### src/rtl/unit_deploy_ctrl.sv
// Deploy sequencer for player units: card select, mouse-follow, deploy, recycle on death,
// plus the elixir economy that pays for each deployment.
module unit_deploy_ctrl #(
    parameter int NUM_UNITS         = 4,
    parameter int ELIXIR_MAX        = 10,
    parameter int FRAMES_PER_ELIXIR = 60,
    parameter int ELIXIR_INIT       = 5
) (
    input  logic                   Clk,
    input  logic                   reset,
    input  logic                   frame_tick,
    input  logic                   game_over,
    input  logic [NUM_UNITS-1:0]   select_req,
    input  logic                   place_click,
    input  logic                   place_valid,
    input  logic                   cancel,
    input  logic [4*NUM_UNITS-1:0] unit_cost,
    input  logic [NUM_UNITS-1:0]   unit_infield,
    input  logic [NUM_UNITS-1:0]   unit_dead,
    output logic [NUM_UNITS-1:0]   idle_o,
    output logic [NUM_UNITS-1:0]   instate_o,
    output logic [NUM_UNITS-1:0]   deploy_o,
    output logic [3:0]             elixir,
    output logic [1:0]             sel_idx,
    output logic                   busy
);

    localparam logic [3:0] EMAX  = 4'(ELIXIR_MAX);
    localparam logic [3:0] EINIT = 4'(ELIXIR_INIT);
    localparam logic [6:0] FLAST = 7'(FRAMES_PER_ELIXIR - 1);

    typedef enum logic [1:0] {
        S_IDLE,
        S_ARMED,
        S_DEPLOY
    } state_t;

    state_t                 state_q;
    logic                   busy_q;
    logic [1:0]             sel_q;
    logic                   dep_tick_q;
    logic [3:0]             elixir_q, elixir_d;
    logic [6:0]             cnt_q, cnt_d;
    logic [NUM_UNITS-1:0]   idle_q, idle_d;
    logic [NUM_UNITS-1:0]   seen_q, seen_d;
    logic [NUM_UNITS-1:0]   dead_prev_q;

    logic                   pick_valid;
    logic [1:0]             pick;
    logic [3:0]             sel_cost;
    logic                   place_fire;
    logic                   inc;
    logic [4:0]             elx_sum;

    // Lowest-index eligible request wins.
    always_comb begin
        pick_valid = 1'b0;
        pick       = '0;
        for (int unsigned i = 0; i < NUM_UNITS; i++) begin
            if (select_req[i] && !unit_infield[i] && !idle_q[i] && !game_over &&
                (elixir_q >= unit_cost[4*i +: 4]) && !pick_valid) begin
                pick_valid = 1'b1;
                pick       = 2'(i);
            end
        end
    end

    always_comb begin
        sel_cost = '0;
        for (int unsigned i = 0; i < NUM_UNITS; i++) begin
            if (sel_q == 2'(i)) sel_cost = unit_cost[4*i +: 4];
        end
    end

    // Cancel and game_over both beat a same-cycle placement; the cost guard keeps elixir from underflowing.
    assign place_fire = (state_q == S_ARMED) && !cancel && !game_over && place_click &&
                        place_valid && (elixir_q >= sel_cost);

    assign inc = frame_tick && !game_over && (elixir_q < EMAX) && (cnt_q == FLAST);

    always_comb begin
        cnt_d = cnt_q;
        if (game_over)
            cnt_d = cnt_q;
        else if (elixir_q >= EMAX)
            cnt_d = '0;
        else if (frame_tick)
            cnt_d = (cnt_q == FLAST) ? '0 : cnt_q + 7'd1;

        elx_sum  = {1'b0, elixir_q} - {1'b0, (place_fire ? sel_cost : 4'd0)} + {4'd0, inc};
        elixir_d = (elx_sum > {1'b0, EMAX}) ? EMAX : elx_sum[3:0];
    end

    // seen marks that one frame_tick has already passed with idle high; the next one releases it.
    always_comb begin
        idle_d = idle_q;
        seen_d = seen_q;
        for (int unsigned i = 0; i < NUM_UNITS; i++) begin
            if (idle_q[i]) begin
                if (frame_tick) begin
                    if (seen_q[i]) idle_d[i] = 1'b0;
                    else           seen_d[i] = 1'b1;
                end
            end else if (unit_dead[i] && !dead_prev_q[i]) begin
                idle_d[i] = 1'b1;
                seen_d[i] = 1'b0;
            end
        end
    end

    always_ff @(posedge Clk) begin
        if (reset) begin
            elixir_q    <= EINIT;
            cnt_q       <= '0;
            idle_q      <= '1;
            seen_q      <= '1;
            dead_prev_q <= '0;
        end else begin
            elixir_q    <= elixir_d;
            cnt_q       <= cnt_d;
            idle_q      <= idle_d;
            seen_q      <= seen_d;
            dead_prev_q <= unit_dead;
        end
    end

    always_ff @(posedge Clk) begin
        if (reset) begin
            state_q    <= S_IDLE;
            busy_q     <= 1'b0;
            sel_q      <= '0;
            dep_tick_q <= 1'b0;
        end else begin
            case (state_q)
                S_IDLE: begin
                    if (pick_valid) begin
                        state_q <= S_ARMED;
                        sel_q   <= pick;
                        busy_q  <= 1'b1;
                    end
                end
                S_ARMED: begin
                    if (cancel || game_over) begin
                        state_q <= S_IDLE;
                        busy_q  <= 1'b0;
                    end else if (place_fire) begin
                        state_q    <= S_DEPLOY;
                        dep_tick_q <= 1'b0;
                    end
                end
                S_DEPLOY: begin
                    if (frame_tick) begin
                        if (dep_tick_q) begin
                            state_q <= S_IDLE;
                            busy_q  <= 1'b0;
                        end else begin
                            dep_tick_q <= 1'b1;
                        end
                    end
                end
                default: begin
                    state_q <= S_IDLE;
                    busy_q  <= 1'b0;
                end
            endcase
        end
    end

    always_comb begin
        instate_o = '0;
        deploy_o  = '0;
        for (int unsigned i = 0; i < NUM_UNITS; i++) begin
            if (sel_q == 2'(i)) begin
                instate_o[i] = (state_q == S_ARMED);
                deploy_o[i]  = (state_q == S_DEPLOY);
            end
        end
    end

    assign idle_o  = idle_q;
    assign elixir  = elixir_q;
    assign sel_idx = sel_q;
    assign busy    = busy_q;

endmodule

### config.mk
export PLATFORM = sky130hd
export DESIGN_NAME = unit_deploy_ctrl
export DESIGN_NICKNAME = d
export VERILOG_FILES = /design/src/rtl/unit_deploy_ctrl.sv
export SDC_FILE = /design/constraint.sdc
export NUM_CORES = 1
export LEC_CHECK = 0
export CORE_MARGIN = 1.5
export CORE_UTILIZATION = 51
export CTS_BUF_LIST = sky130_fd_sc_hd__clkbuf_8
export CTS_CLUSTER_SIZE = 14
export DETAILED_ROUTE_END_ITERATION = 16
export PLACE_DENSITY_LB_ADDON = 0.12
export SYNTH_ARGS = -nofsm -noshare
export SYNTH_HDL_FRONTEND = slang
export SYNTH_SLANG_ARGS = --single-unit
### constraint.sdc
create_clock -name Clk -period 5.05 [get_ports Clk]
set_input_delay 0.7575 -clock Clk [delete_from_list [all_inputs] [get_ports Clk]]
set_output_delay 0.7575 -clock Clk [all_outputs]
set_load 0.05 [all_outputs]
==> run metrics, run 1 <==
Synth Instances 238; total iterations of the first detailed-routing run 4; Slew Limit Fails 0; hold_ws 0.4622 ns; Hold Crit Class flip-flop to flip-flop; Worst Tran Pin Value 1.079 ns; Post-synth EDFFs 0; Die Ht 67.14 µm; PnR worst setup slack around 0.62 ns; Die X 67.14 µm; RSZ-0062 raised after global routing false; initial antenna violation count 0; Yosys top cell by area dfxtp_1; min cycle time layout roughly 4.4 ns; critical path class input port to flip-flop; hpwl dp between 3000 and 4000 µm; Layout Utilization around 69%; Peak VDD IR 0.3218 mV; total wire length 4917 µm; Yosys warnings 0; Post-Synth XOR/XNOR Area 0.8348%; CP Capture Type flip-flop; CTS root buf clkbuf_8; GRT overflow 0; CTS clk-pin slew, worst paths 0.06 ns; run status complete, no violations; area of placed instances around 0.0026 mm²; syn_area_per_cell between 8 and 9 µm²; GRT Resource Usage Total 23.49%; worst endpoint required time 5.22 ns; largest net degree at the start of global routing 31; gpl congestion 0.8177; post_cts resized 0; total clock sinks 29; top_reg_cell synth dfxtp_1; Starting Density between 50% and 60%; top-area cell type share of the netlist area approximately 28%; first-pass GRT wire length 7976 µm; Cell Count Post-Placement 334; H-tree depth 2; postcts setup bufs 0; total die area 0.004508 mm²; post-synthesis cell type count 48; Post-Place Worst Slack 0.3502 ns; register area share after synthesis 27.67%; Total Nets Final 356; post-synthesis register bit count 29; Worst Clk Skew 0.002545 ns; post-route ant nets 0; PortBufs 53; Final Hold Violating Endpoints 0; post-route insts no fill 342; slew margin rel. between 20 and 30%; DRC 0; max cap viols 0; Hold Buf Count CTS 0; layout cells sized above 1 7.534%; Final Power 1.076 mW; Simple-Gate Fraction of Synth Area 20.81%; post-synthesis adder-cell area fraction 18.25%; Cell Area, Synth around 0.0021 mm²; fin area between 0.002 and 0.003 mm²; crit share post-route 87.71%; most common cell after layout, fill and taps aside clkdlybuf4s50_1; CTS tree yes; Fin Setup TNS 0 ns; via count 1,922; clock latency on the worst-skew pair 0.28 ns; critical path startpoint category input port; Syn-to-layout area delta 31.07%; ranking of synthesized cells by area dfxtp_1, ha_1, mux4_2; per-cell routed wire length approximately 14 µm; diodes inserted 0; worst reg-to-reg setup slack 0.80 ns; DRT iter0 DRCs 115; vias in the first global route roughly 1,700; Placement Rows 23; fmax approximately 0.23 GHz; Placeable Area 0.003971 mm²; TritonCTS buffer count 5; largest family of logic cells by synthesized area compound AO/OA/AOI/OAI gates; Ports 54; most frequent cells in the layout clkdlybuf4s50_1, ha_1, dfxtp_1; routed vias/inst 5.620; clock buffer depth 2; CP Data Arrival Time 4.60 ns; fraction of registers with async set/reset 0%; static leakage 1.141 nW; Final setup violation count 0; CP max FO 6; Synth Area in Compound Gates 21.65%; PD cells approximately 390 mW/mm²; post-synthesis net count roughly 300; multiplexer area fraction after synthesis 4.293%
per-layer routing:
layer	part of all wire [%]	track usage [%]	vias to the layer above
met5	0	0	-
met4	1.7	8.163	0
met3	7.1	5.500	15
met2	46	37.75	74
met1	45	30.91	861
li1	-	-	972
synthesized netlist by cell type, drive strengths merged, types with 4 or more instances:
master / count
dfxtp: 29
ha: 29
inv: 23
nand2: 20
nor2: 15
a21oi: 14
nand2b: 9
o21ai: 9
nor2b: 8
nor3: 7
a211o: 6
a311oi: 6
nor3b: 6
o21bai: 6
buf: 5
mux4: 4
nor4b: 4
o21a: 4
flip-flops by register name, summed over array words and instances (netlist names):
name / count
elixir: 4
idle_o: 4
dep_tick_q: 1
sel_idx: 2
cnt_q: 7
busy: 1
state_q: 2
dead_prev_q: 4
seen_q: 4
worst max-delay path, stage by stage:
cell and delay (ns):
clkdlybuf4s50_1 0.43, mux4_2 0.49, ha_1 0.28, nand2b_1 0.14, a21o_1 0.20, a211oi_2 0.34, nor3_4 0.10, and2_1 0.16
ha_1 0.28, inv_1 0.05, ha_1 0.15, inv_1 0.06, fa_1 0.45, nor2b_1 0.13, o21a_1 0.14, o21a_1 0.13
nor2_1 0.06, a31o_2 0.23
cells by family after synthesis:
group,count (synthesis)
AOI/OAI and AO/OA,64
xor gates and xnor gates,2
adders and majority gates,30
buffers and inverters,31
DFF,29
muxes,4
and+or+nand+nor,78
power by group:
part | leakage (nW) | switching [mW] | total, mW | internal, mW
sequential | 0.238 | 0.0495 | 0.306 | 0.257
clock | 0.0542 | 0.0878 | 0.211 | 0.123
combinational | 0.849 | 0.307 | 0.558 | 0.251
path summary, 6_finish.rpt:
check                                             to                    start  cells past startpoint
worst max-delay path            elixir[0]$_SDFF_PP1_            unit_cost[12]                     18
worst min-delay path               busy$_SDFFE_PP0P_        busy$_SDFFE_PP0P_                      2
worst max register to register  elixir[0]$_SDFF_PP1_  sel_idx[0]$_SDFFE_PP0P_                     17
worst min register to register     busy$_SDFFE_PP0P_        busy$_SDFFE_PP0P_                      2
area by class of cell:
class                      count  area (µm²)
fill                         315        1221
timing repair buffer          54       538.0
inverter                      23       86.33
sequential                    29       580.6
clock buffer                   7       96.34
multi-input combinational    178        1381
clock inverter                 1       5.005
tap                           50       62.56
Power figures use the tool's default switching activity.
==> run 2, diff against run 1 <==
--- a/config.mk
+++ b/config.mk
@@ -10,6 +10,7 @@
 export CTS_BUF_LIST = sky130_fd_sc_hd__clkbuf_8
 export CTS_CLUSTER_SIZE = 14
 export DETAILED_ROUTE_END_ITERATION = 16
+export HOLD_SLACK_MARGIN = 0.15
 export PLACE_DENSITY_LB_ADDON = 0.12
 export SYNTH_ARGS = -nofsm -noshare
 export SYNTH_HDL_FRONTEND = slang
==> results of run 2 <==
Same layout as run 1: the final DEF is identical, and so are final timing and power.
==> run 3, diff against run 2 <==
--- a/config.mk
+++ b/config.mk
@@ -5,13 +5,15 @@
 export SDC_FILE = /design/constraint.sdc
 export NUM_CORES = 1
 export LEC_CHECK = 0
+export CAP_MARGIN = 0
 export CORE_MARGIN = 1.5
 export CORE_UTILIZATION = 51
 export CTS_BUF_LIST = sky130_fd_sc_hd__clkbuf_8
 export CTS_CLUSTER_SIZE = 14
 export DETAILED_ROUTE_END_ITERATION = 16
 export HOLD_SLACK_MARGIN = 0.15
-export PLACE_DENSITY_LB_ADDON = 0.12
+export PLACE_DENSITY = 0.91
+export SETUP_SLACK_MARGIN = 0.2
 export SYNTH_ARGS = -nofsm -noshare
 export SYNTH_HDL_FRONTEND = slang
 export SYNTH_SLANG_ARGS = --single-unit
==> run 3 against run 2 <==
Utilization shrank 0.38 points. Sequential cell count is the same. Global-route usage grew 0.50 points. Critical endpoint is now elixir[3]$_SDFF_PP0_.
==> run metrics, run 3 (synthesis results as in run 1) <==
run status complete, no violations; hold depth 2 (unchanged); Final Hold Violating Endpoints 0 (unchanged); H-tree depth 2 (unchanged); total clock sinks 29 (unchanged); Starting Density 52.84% (unchanged); critical path class input port to flip-flop; worst endpoint required time 5.16 ns (-0.06 ns); total die area 0.004508 mm² (unchanged); cell mode on critical path ha_1; Placement Rows 23 (unchanged); via count 1,927 (+0.26%); Die Ht 67.14 µm (unchanged); Hold Crit Class flip-flop to flip-flop; Slew Limit Fails 0 (unchanged); per-cell routed wire length 14.64 µm (+1.8%); fill cell count 310 (-1.6%); most common cell after layout, fill and taps aside clkdlybuf4s50_1; Fin Setup TNS 0 ns (unchanged); vias in the first global route 1,864 (+8.4%); Total Nets Final 356 (unchanged); Worst Clk Skew 0.002992 ns (+0.0004472 ns); post_cts resized 0 (unchanged); post-route ant nets 0 (unchanged); CTS clk-pin slew, worst paths 0.06 ns (about the same); GRT Resource Usage Total 23.99% (+0.50 points); Hold Buf Count CTS 0 (unchanged); clock latency on the worst-skew pair 0.27 ns (about the same); Placeable Area 0.003971 mm² (unchanged); CTS tree yes; crit share post-route 88.25% (+0.53 points); gpl congestion 0.8867 (+8.4%); max cap viols 0 (unchanged); postcts setup bufs 0 (unchanged); CTS root buf clkbuf_8; hold_ws 0.4528 ns (-0.009428 ns); Die X 67.14 µm (unchanged); CP delay by family, top adder cells; diodes inserted 0 (unchanged); clock buffer depth 2 (unchanged); area of placed instances 0.002649 mm² (unchanged); PD cells 385.1 mW/mm² (-1.5%); CP Data Arrival Time 4.57 ns (-0.03 ns); critical path startpoint category input port; GRT overflow 0 (unchanged); DRT iter0 DRCs 100 (-13%); first-pass GRT wire length 8245 µm (+3.4%); layout cells sized above 1 6.873% (-0.66 points); Final setup violation count 0 (unchanged); initial antenna violation count 0 (unchanged); fmax 0.2244 GHz (-0.60%); WP buf/inv 3 (unchanged); Critical Path Stages 18 (unchanged); Worst Reg2Reg Path Length in Cells 17 (unchanged); Worst Tran Pin Value 1.100 ns (+0.02011 ns); TritonCTS buffer count 5 (unchanged); PortBufs 53 (unchanged); most frequent cells in the layout clkdlybuf4s50_1, ha_1, dfxtp_1; largest net degree at the start of global routing 31 (unchanged); total wire length 4991 µm (+1.5%); Crit-path slowest cell mux4_2; RSZ-0062 raised after global routing false; CP max FO 6 (unchanged); min cycle time layout 4.456 ns (+0.02690 ns); Peak VDD IR 0.2985 mV (-7.2%); slew margin rel. 26.47% (-1.3 points); CP max stage delay 0.50 ns (about the same); routed vias/inst 5.651 (+0.55%); max reg flops 7 (unchanged); Top reg by flops cnt_q; Final Power 1.053 mW (-2.1%); static leakage 1.135 nW (-0.51%); cells along the critical path clkdlybuf4s50_1 -> mux4_2 -> ha_1 -> nand2b_1 -> a21o_1 -> a211oi_2 -> nor3_4 -> and2_1 -> ha_1 -> inv_1 -> ha_1 -> inv_1 -> fa_1 -> nor2b_1 -> o21a_1 -> nor3_1 -> nor3_1 -> nor2_1; DRC 0 (unchanged); Ports 54 (unchanged); Syn-to-layout area delta 30.35%; hpwl dp 3892 µm (+1.5%); CP Capture Type flip-flop; fin area 0.002735 mm² (-0.55%); total iterations of the first detailed-routing run 5 (+1)
## run 3: cell types whose count changed in the layout (fill, tap and decap cells not counted)
cell and delta:
clkbuf_8 -1, clkinv_2 -1, inv_1 +1
## run 3: tightest hold or removal path, delay by kind of cell, from the launching register on
| family | cells | cell delay (ns) |
|---|---|---|
| flops | 1 | 0.31 |
| simple gates | 1 | 0.05 |
| compound gates | 1 | 0.05 |
## run 3: report_power, final
part	internal, mW	leakage, nW	switching (mW)
sequential	0.257	0.238	0.0490
clock	0.106	0.0485	0.0798
combinational	0.251	0.849	0.311
## run 3: final timing paths
kind / startpoint / to / slack [ns]
worst max-delay path: unit_cost[12] / elixir[3]$_SDFF_PP0_ / 0.59
worst min-delay path: busy$_SDFFE_PP0P_ / busy$_SDFFE_PP0P_ / 0.45
worst max register to register: sel_idx[0]$_SDFFE_PP0P_ / elixir[3]$_SDFF_PP0_ / 0.72
worst min register to register: busy$_SDFFE_PP0P_ / busy$_SDFFE_PP0P_ / 0.45
## run 3: layout make-up
type,instances,area [µm²],share of cell area (%)
tap,50,62.56,2.287
clock buffer,6,82.58,3.019
inverter,23,86.33,3.156
timing repair buffer,54,538.0,19.67
clock inverter,1,3.754,0.1372
multi-input combinational,178,1381,50.50
sequential,29,580.6,21.23
## run 3: metrics by stage
| step | setup WS, ns | utilization (%) | instances |
|---|---|---|---|
| finish | 0.5936 | 68.87 | 341 |
| global route | 0.3045 | 68.87 | 341 |
| CTS | 0.5873 | 68.87 | 341 |
| detailed placement | 0.2883 | 66.70 | 334 |
| global placement | 0.4741 | 66.70 | 334 |
| floorplan | 0.7904 | - | 238 |
## run 3: metal layers
| layer | track usage [%] | part of all wire (%) |
|---|---|---|
| met4 | 4.337 | 0.84 |
| met5 | 0 | 0 |
| met1 | 28.68 | 44 |
| met3 | 6.333 | 5.7 |
| met2 | 43.44 | 49 |
